<file path="config.mk">
export PLATFORM = sky130hd
export DESIGN_NAME = packet_assembler
export DESIGN_NICKNAME = d
export VERILOG_FILES = /design/src/rtl/packet_assembler_pkg.sv /design/src/rtl/packet_assembler_checksum_acc.sv /design/src/rtl/packet_assembler.sv
export SDC_FILE = /design/constraint.sdc
export NUM_CORES = 1
export LEC_CHECK = 0
export CELL_PAD_IN_SITES_DETAIL_PLACEMENT = 1
export CELL_PAD_IN_SITES_GLOBAL_PLACEMENT = 1
export CORE_ASPECT_RATIO = 1.4
export CORE_UTILIZATION = 35
export DETAILED_ROUTE_END_ITERATION = 10
export DONT_BUFFER_PORTS = 1
export GPL_TIMING_DRIVEN = 0
export PLACE_DENSITY_LB_ADDON = 0.1
export SLEW_MARGIN = 20
export SYNTH_ARGS = -nofsm -noshare
export SYNTH_HDL_FRONTEND = slang
export SYNTH_SLANG_ARGS = --single-unit
</file>
<file path="constraint.sdc">
create_clock -name clock -period 3.2 [get_ports clock]
set_clock_uncertainty 0.15 [all_clocks]
set_input_delay 0.48 -clock clock [delete_from_list [all_inputs] [get_ports clock]]
set_output_delay 0.48 -clock clock [all_outputs]
set_load 0.02 [all_outputs]
</file>
<file path="src/rtl/packet_assembler_pkg.sv">
// packet_assembler_pkg: shared types for the router input stage.
//   state_t  - framing FSM states (destination, length, data, checksum, output)
//   ERR_*    - values driven on err_code
package packet_assembler_pkg;

  typedef enum logic [2:0] {
    S_DEST,
    S_LEN,
    S_DATA,
    S_CHECK,
    S_OUT
  } state_t;

  localparam logic [1:0] ERR_NONE = 2'b00;
  localparam logic [1:0] ERR_DEST = 2'b01;
  localparam logic [1:0] ERR_LEN  = 2'b10;
  localparam logic [1:0] ERR_CSUM = 2'b11;

endpackage

</file>
<file path="src/rtl/packet_assembler_checksum_acc.sv">
// checksum_acc: running packet checksum, modulo 2^(WIDTH+1).
//   clock, reset : system clock, synchronous active-high reset (sum -> 0)
//   clear        : restart the sum; combined with add, the operand becomes the new sum
//   add          : accumulate operand this cycle
//   operand      : WIDTH-bit word, zero-extended before adding
//   sum          : WIDTH+1-bit registered running sum
module checksum_acc #(
  parameter int WIDTH = 8
) (
  input  logic             clock,
  input  logic             reset,
  input  logic             clear,
  input  logic             add,
  input  logic [WIDTH-1:0] operand,
  output logic [WIDTH:0]   sum
);

  logic [WIDTH:0] sum_q;
  logic [WIDTH:0] sum_d;
  logic [WIDTH:0] base;

  always_comb begin
    base  = clear ? '0 : sum_q;
    sum_d = add ? base + {1'b0, operand} : base;
  end

  always_ff @(posedge clock) begin
    if (reset) sum_q <= '0;
    else       sum_q <= sum_d;
  end

  assign sum = sum_q;

endmodule

</file>
<file path="src/rtl/packet_assembler.sv">
// packet_assembler: router input stage. Frames a packet (dest, len, len data
// words, checksum) from a valid/ready word stream, validates it and presents
// it in parallel to the routing core.
//   clock, reset          : system clock, synchronous active-high reset
//   in_valid/in_ready     : input word handshake; in_data is WIDTH+1 bits
//   abort                 : drop the packet in progress, no error reported
//   pkt_valid/pkt_ready   : output packet handshake
//   pkt_dest/len/data     : assembled packet; unused data lanes read 0
//   err_valid/err_code    : one-cycle error pulse with cause
module packet_assembler
  import packet_assembler_pkg::*;
#(
  parameter  int WIDTH     = 8,
  parameter  int MAX_WORDS = 4,
  parameter  int NUM_PORTS = 4,
  localparam int LEN_W     = $clog2(MAX_WORDS + 1),
  localparam int DEST_W    = $clog2(NUM_PORTS)
) (
  input  logic                       clock,
  input  logic                       reset,
  input  logic                       in_valid,
  input  logic [WIDTH:0]             in_data,
  output logic                       in_ready,
  input  logic                       abort,
  output logic                       pkt_valid,
  input  logic                       pkt_ready,
  output logic [DEST_W-1:0]          pkt_dest,
  output logic [LEN_W-1:0]           pkt_len,
  output logic [MAX_WORDS*WIDTH-1:0] pkt_data,
  output logic                       err_valid,
  output logic [1:0]                 err_code
);

  localparam logic [WIDTH-1:0] PORTS_W = WIDTH'(NUM_PORTS);
  localparam logic [WIDTH-1:0] MAXW_W  = WIDTH'(MAX_WORDS);

  state_t             state_q;
  logic               in_ready_q;
  logic               pkt_valid_q;
  logic               err_valid_q;
  logic [1:0]         err_code_q;
  logic [DEST_W-1:0]  dest_q;
  logic               dest_bad_q;
  logic [LEN_W-1:0]   len_q;
  logic [LEN_W-1:0]   cnt_q;
  logic [WIDTH-1:0]   data_q [MAX_WORDS];

  logic [WIDTH-1:0]   word;
  logic               accept;
  logic               len_ok;
  logic               acc_clear;
  logic               acc_add;
  logic [WIDTH:0]     acc_sum;

  assign word   = in_data[WIDTH-1:0];
  // abort wins over a word offered in the same cycle
  assign accept = in_valid && in_ready_q && !abort;
  assign len_ok = (word != '0) && (word <= MAXW_W);

  // The destination word restarts the sum and is its first term
  assign acc_clear = accept && (state_q == S_DEST);
  assign acc_add   = accept && ((state_q == S_DEST) || (state_q == S_DATA) ||
                                ((state_q == S_LEN) && len_ok));

  checksum_acc #(.WIDTH(WIDTH)) u_acc (
    .clock   (clock),
    .reset   (reset),
    .clear   (acc_clear),
    .add     (acc_add),
    .operand (word),
    .sum     (acc_sum)
  );

  always_ff @(posedge clock) begin
    if (reset) begin
      state_q     <= S_DEST;
      in_ready_q  <= 1'b1;
      pkt_valid_q <= 1'b0;
      err_valid_q <= 1'b0;
      err_code_q  <= ERR_NONE;
      dest_q      <= '0;
      dest_bad_q  <= 1'b0;
      len_q       <= '0;
      cnt_q       <= '0;
      for (int i = 0; i < MAX_WORDS; i++) data_q[i] <= '0;
    end else begin
      err_valid_q <= 1'b0;
      err_code_q  <= ERR_NONE;
      if (abort) begin
        state_q     <= S_DEST;
        in_ready_q  <= 1'b1;
        pkt_valid_q <= 1'b0;
      end else begin
        case (state_q)
          S_DEST: if (accept) begin
            dest_q     <= word[DEST_W-1:0];
            dest_bad_q <= (word >= PORTS_W);
            cnt_q      <= '0;
            for (int i = 0; i < MAX_WORDS; i++) data_q[i] <= '0;
            state_q    <= S_LEN;
          end
          S_LEN: if (accept) begin
            if (!len_ok) begin
              err_valid_q <= 1'b1;
              err_code_q  <= ERR_LEN;
              state_q     <= S_DEST;
            end else begin
              len_q   <= word[LEN_W-1:0];
              state_q <= S_DATA;
            end
          end
          S_DATA: if (accept) begin
            for (int i = 0; i < MAX_WORDS; i++)
              if (cnt_q == LEN_W'(i)) data_q[i] <= word;
            cnt_q <= cnt_q + LEN_W'(1);
            if (cnt_q == len_q - LEN_W'(1)) state_q <= S_CHECK;
          end
          S_CHECK: if (accept) begin
            // A bad destination is reported even if the checksum is also wrong
            if (dest_bad_q) begin
              err_valid_q <= 1'b1;
              err_code_q  <= ERR_DEST;
              state_q     <= S_DEST;
            end else if (in_data != acc_sum) begin
              err_valid_q <= 1'b1;
              err_code_q  <= ERR_CSUM;
              state_q     <= S_DEST;
            end else begin
              state_q     <= S_OUT;
              pkt_valid_q <= 1'b1;
              in_ready_q  <= 1'b0;
            end
          end
          S_OUT: if (pkt_ready) begin
            state_q     <= S_DEST;
            pkt_valid_q <= 1'b0;
            in_ready_q  <= 1'b1;
          end
          default: begin
            state_q     <= S_DEST;
            pkt_valid_q <= 1'b0;
            in_ready_q  <= 1'b1;
          end
        endcase
      end
    end
  end

  generate
    for (genvar gi = 0; gi < MAX_WORDS; gi++) begin : g_lane
      assign pkt_data[gi*WIDTH +: WIDTH] = data_q[gi];
    end
  endgenerate

  assign in_ready  = in_ready_q;
  assign pkt_valid = pkt_valid_q;
  assign pkt_dest  = dest_q;
  assign pkt_len   = len_q;
  assign err_valid = err_valid_q;
  assign err_code  = err_code_q;

endmodule

</file>
=== Word level (Yosys, flattened, before mapping) ===
Memory sizes are Yosys's and may differ from the RTL's.
Index checks and enable logic that the tools add are counted.

* Memories: 1
* Input port bits: 14
* Output and inout bits: 42
* Flip-flop bits (word level): 26
* Memory bits (writable): 32

{| class="wikitable"
|+ Memory list
! name !! depth !! width !! read ports !! clocked after Yosys merged registers in !! wr ports !! line !! text
|-
| data_q || 4 || 8 || 4 || 0 || 4 || packet_assembler.sv:46 || <nowiki>logic [WIDTH-1:0] data_q [MAX_WORDS];</nowiki>
|}

* Equal/unequal tests: 17
* $lt $le $gt $ge: 2
* $add $sub $neg: 3
* Bitwise gates (word level): 10
* Reduce and logical (&&, ||, !) cells: 20
* Mux-type cells: 76

{| class="wikitable"
|+ Operators with widths
! cell !! count
|-
| 8-bit two-way mux || 8
|-
| 1-bit two-way mux || 44
|-
| 3-bit two-way mux || 10
|-
| 9-bit two-way mux || 2
|-
| 3-bit one-hot mux with 5 select lines || 1
|-
| 2-bit != test, second input constant || 7
|-
| 3-bit by 2-bit equality test with 1-bit output, second input constant || 4
|-
| 2-bit two-way mux || 6
|-
| 9-bit by 8-bit adder with 9-bit output || 1
|-
| 9-bit != test || 1
|-
| 8-bit by 3-bit >= comparator with 1-bit output, second input constant || 1
|-
| 8-bit by 3-bit less-or-equal comparator with 1-bit output, second input constant || 1
|-
| 1-bit bitwise OR || 8
|-
| 4-bit AND reduction || 2
|-
| 8-bit nonzero test || 1
|-
| 3-bit by 1-bit equality test with 1-bit output, second input constant || 2
|-
| 1-bit logical AND || 6
|-
| 3-bit logical NOT || 2
|-
| 1-bit one-hot mux with 3 select lines || 2
|-
| 3-bit one-hot mux with 2 select lines || 1
|-
| 6-bit AND reduction || 1
|-
| 5-bit AND reduction || 1
|-
| 2-bit one-hot mux with 2 select lines || 1
|-
| 3-bit by 1-bit adder with 3-bit output, second input constant || 1
|-
| other kinds (12) || 14
|}

=== Depth between registers and ports, before layout ===
* Word-level depth: 9
* Depth in mapped cells: 14
* Gate-level depth less buffers: 12

=== Cells and area by module ===
Synthesis repeated with hierarchy kept, for this count alone.

* Cell total of the unflattened synthesis: 293
* Area, all modules: 3080.5 µm²

{| class="wikitable"
|+ Modules (own cells, without submodules)
! module !! area each (µm²) !! cells an instance !! instances
|-
| packet_assembler || 2339.7 || 202 || 1
|-
| checksum_acc || 740.7 || 91 || 1
|}

=== Worst setup path after synthesis ===
Ideal clock, no wire load.

* Path kind: input port to flip-flop
* From: in abort
* To: reg u_acc.sum_q[7], in the netlist u_acc.sum[7]
* Path slack: -0.130 ns
* Arrival time: 3.118 ns
* Required time: 2.988 ns
* Buffers on the path: 2
* Stages: 12
* Cell sequence: nand3b_1 or3_1 buf_2 nand2b_1 clkbuf_1 and2_1 ha_1 and2_1 a221o_1 o211a_1 or3_1 nand3_1

* Longest elaborated chain between the ends: 6

{| class="wikitable"
|+ RTL lines
! what !! line !! text
|-
| start: declaration || packet_assembler.sv:24 || <nowiki>input logic abort,</nowiki>
|-
| 1-bit logical NOT * || packet_assembler.sv:57 || <nowiki>assign accept = in_valid && in_ready_q && !abort;</nowiki>
|-
| 1-bit logical AND * || packet_assembler.sv:57 ||
|-
| 1-bit logical AND || packet_assembler.sv:61 || <nowiki>assign acc_clear = accept && (state_q == S_DEST);</nowiki>
|-
| 9-bit two-way mux || packet_assembler_checksum_acc.sv:23 || <nowiki>base = clear ? '0 : sum_q;</nowiki>
|-
| 9-bit by 8-bit adder with 9-bit output || packet_assembler_checksum_acc.sv:24 || <nowiki>sum_d = add ? base + {1'b0, operand} : base;</nowiki>
|-
| 9-bit two-way mux * || packet_assembler_checksum_acc.sv:24 ||
|-
| end signal: assignment || packet_assembler_checksum_acc.sv:29 || <nowiki>else sum_q <= sum_d;</nowiki>
|-
| end: declaration || packet_assembler_checksum_acc.sv:18 || <nowiki>logic [WIDTH:0] sum_q;</nowiki>
|}

Every way passes the cells marked *; elsewhere a longest branch is shown, timed or not.
A chain may end at the register's enable or synchronous reset.

=== Final worst setup path ===
* From: reg in_ready_q, in the netlist in_ready
* To: reg u_acc.sum_q[7], in the netlist u_acc.sum[7]

* Longest elaborated chain between the ends: 6

{| class="wikitable"
|+ RTL lines
! what !! line !! text
|-
| start: declaration || packet_assembler.sv:38 || <nowiki>logic in_ready_q;</nowiki>
|-
| start signal: assignment || packet_assembler.sv:77 || <nowiki>in_ready_q <= 1'b1;</nowiki>
|-
| start signal: assignment || packet_assembler.sv:91 || <nowiki>in_ready_q <= 1'b1;</nowiki>
|-
| start signal: assignment || packet_assembler.sv:131 || <nowiki>in_ready_q <= 1'b0;</nowiki>
|-
| 1-bit logical AND * (2 in series) || packet_assembler.sv:57 ||
|-
| 1-bit logical AND || packet_assembler.sv:61 ||
|-
| 9-bit two-way mux || packet_assembler_checksum_acc.sv:23 ||
|-
| 9-bit by 8-bit adder with 9-bit output || packet_assembler_checksum_acc.sv:24 ||
|-
| 9-bit two-way mux * || packet_assembler_checksum_acc.sv:24 ||
|}

Marks and branches as above.

==> reports/results.ini <==
[power_and_ir_drop]
finalPower_mw = 2.00
peakVddDrop_uv = 461
powerDensity_nw_per_um2 = 564
p_leak_nw = 1.30

[clock_network]
clockBufferDepth = 2
clockRootBuffer = clkbuf_16
clk_pin_slew_ns = 0.06
clk_latency_ns = 0.33
hold_buffers = 0
cts_tree = built
cts_made_buffers = 9
clock_sinks = 58
cts-htree-levels = 3

[worst_setup_path]
cp-start-kind = flop
cp_cell_sequence = nand3b_1 > or3_1 > buf_4 > nand2b_4 > and2_1 > ha_4 > and2_1 > a221o_1 > o211a_1 > or3_1 > nand3_1
timing.critical_path.slowest_stage_cell = dfxtp_4
cp.arrival_ns = 3.14
worst-endpoint-required_ns = 3.32
reg2regPathDepth = 11
worst-setup-path-type = reg -> reg
cp_max_fo = 11
slowest_delay_ns = 0.40
crit_path_end_kind = flop

[cells_and_area]
area_growth_pct = 16.6
drive_gt1_frac = 0.138
layout.cells.non_filler = 422
finalNetCount = 344
multi_input_area_um2 = 1560
fillers = 935
final_util = 0.427
final_common_cell = dfxtp_1
register_area_um2 = 1410
layout_common_cells = 33 x dfxtp_1, 28 x and2_1, 24 x nand2_1, 24 x edfxtp_1, 20 x a21oi_1
diodes = 0

[synthesis]
synth-edff-count = 24
ys_types = 53
syn-num-nets = 330
yosys_warnings = 0
syn_area_um2 = 3040
ys_ff_latch = 58
seq_area_frac_synth = 0.461
syn_inst = 301
postSynth.asyncResetShare = 0
synthFlopType = dfxtp_1
syn_avg_cell_area_um2 = 10.1

[floorplanning]
fp.dieH_um = 112
io_pins = 56
rows = 39
die_w_um = 80.7
core_area_um2 = 8300
dieArea_um2 = 9060
start_util = 0.366

[sta]
rsz0062_at_grt = false
setup_viol = 0
worst_slew_pin_slew_ns = 0.713
setup_tns_ns = 0
fmax_mhz = 331
finalWorstPathRequiredPeriod_ns = 3.02
fin_hold_ws_ns = 0.138
slew_viol_final = 0
maxSlewHeadroom = 0.521
fin_crit_sh = 0.944
hold_viol = 0

[drt]
wl_per_cell_um = 19.3
vias_per_cell = 5.44
drtIter0Drc = 95
dr.pass1.iters = 4
drc_errors = 0
drt-total-wl_um = 8130
vias = 2296
detail-route-antenna-nets = 0

[global_routing]
grt-ovfl-total = 0
grt_pass1_vias = 2382
met1_usage = 0.233
grt_first_pass_wirelength_um = 12800
use_met3 = 0.0496
antenna_found_initial = 0
busiest_layer = met2
gr-usage-all-layers = 0.194
gr-usage-met2 = 0.324
grt_max_degree = 14

[outcome]
status = finished, final reports clean

[hold_path]
hold_depth = 1
hold_class = in -> reg

[placed_design]
gp_congestion = 0.774
placed_cells = 403
io_buffers = 0
dpl.hpwl_um = 5740

[run]
drv_cap = 0

[critical path, delay by kind of cell (launching register included)]
kind,cells,cell delay [ns]
flip-flops,1,0.40
AO/OA/AOI/OAI,2,0.58
buffers and inverters,1,0.18
AND/OR/NAND/NOR,7,1.42
adder cells (fa/ha/maj),1,0.23
[logic make-up (layout without fill, tap and decap cells)]
family | after synthesis | in the layout | share of synthesized area
AOI/OAI and AO/OA | 57 | 57 | 0.133
xor gates and xnor gates | 15 | 15 | 0.0433
adders and majority gates | 15 | 15 | 0.0643
buffers and inverters | 24 | 42 | 0.0379
DFF | 58 | 58 | 0.461
muxes | 6 | 6 | 0.0202
and+or+nand+nor | 126 | 127 | 0.240
[metal layers]
metal | vias up | share of wire | wire, um
met5 | - | 0 | 0
met2 | 63 | 0.50 | 4050
met4 | 0 | 0.015 | 122
met3 | 11 | 0.053 | 429
met1 | 1124 | 0.43 | 3530
li1 | 1098 | - | -
[cells in the mapped netlist (6+ instances only)]
library cell / n / area share
a21oi_1: 20 / 0.033
a22o_1: 7 / 0.020
and2_1: 28 / 0.058
dfxtp_1: 34 / 0.22
edfxtp_1: 24 / 0.24
ha_1: 14 / 0.058
inv_1: 13 / 0.016
nand2_1: 24 / 0.030
nand3_1: 6 / 0.0099
nor2_1: 17 / 0.021
nor3_1: 11 / 0.018
o21ai_0: 10 / 0.016
or3_1: 8 / 0.016
xnor2_1: 15 / 0.043
[final cells by class]
type	count	area share
Inverter	13	0.0138
Sequential cell	58	0.397
Clock buffer	11	0.0657
Clock inverter	5	0.0223
Multi-Input combinational cell	220	0.441
Buffer	10	0.0184
Tap cell	102	0.0360
Timing Repair Buffer	3	0.00636
[stage by stage]
step	area (um^2)	setup WS, ns
5_1_grt	3540	0.00825
3_5_place_dp	3200	-0.349
6_report	3540	0.180
2_1_floorplan	3070	0.0148
4_1_cts	3520	0.0809
3_3_place_gp	3200	-0.342
[worst paths after layout]
check                     from            to  slack (ns)
setup / recovery      in_ready  u_acc.sum[7]        0.18
hold / removal      in_data[5]  data_q[2][5]        0.14
setup reg to reg      in_ready  u_acc.sum[7]        0.18
hold reg to reg   u_acc.sum[2]  u_acc.sum[2]        0.33
[power breakdown]
group	leakage (nW)	internal (mW)	switching [mW]
Clock	0.143	0.679	0.346
Combinational	0.629	0.0612	0.0826
Sequential	0.532	0.795	0.0350
[what timing repair did]
| item | CTS | global route |
|---|---|---|
| endpoints found under the setup margin | 6 | 2 |
| pin swaps | 1 | 0 |
| resized for setup | 2 | 2 |
| gates cloned | 0 | 1 |
| buffers inserted | 1 | 2 |
[flip-flops by register name (all words and copies together), names as in the netlist]
name and flops:
pkt_len 3, in_ready 1, u_acc.sum 9, data_q 32, state_q 3, pkt_valid 1, dest_bad_q 1, pkt_dest 2
cnt_q 3, err_code 2, err_valid 1
No activity file was read; power rests on OpenSTA's default activity.
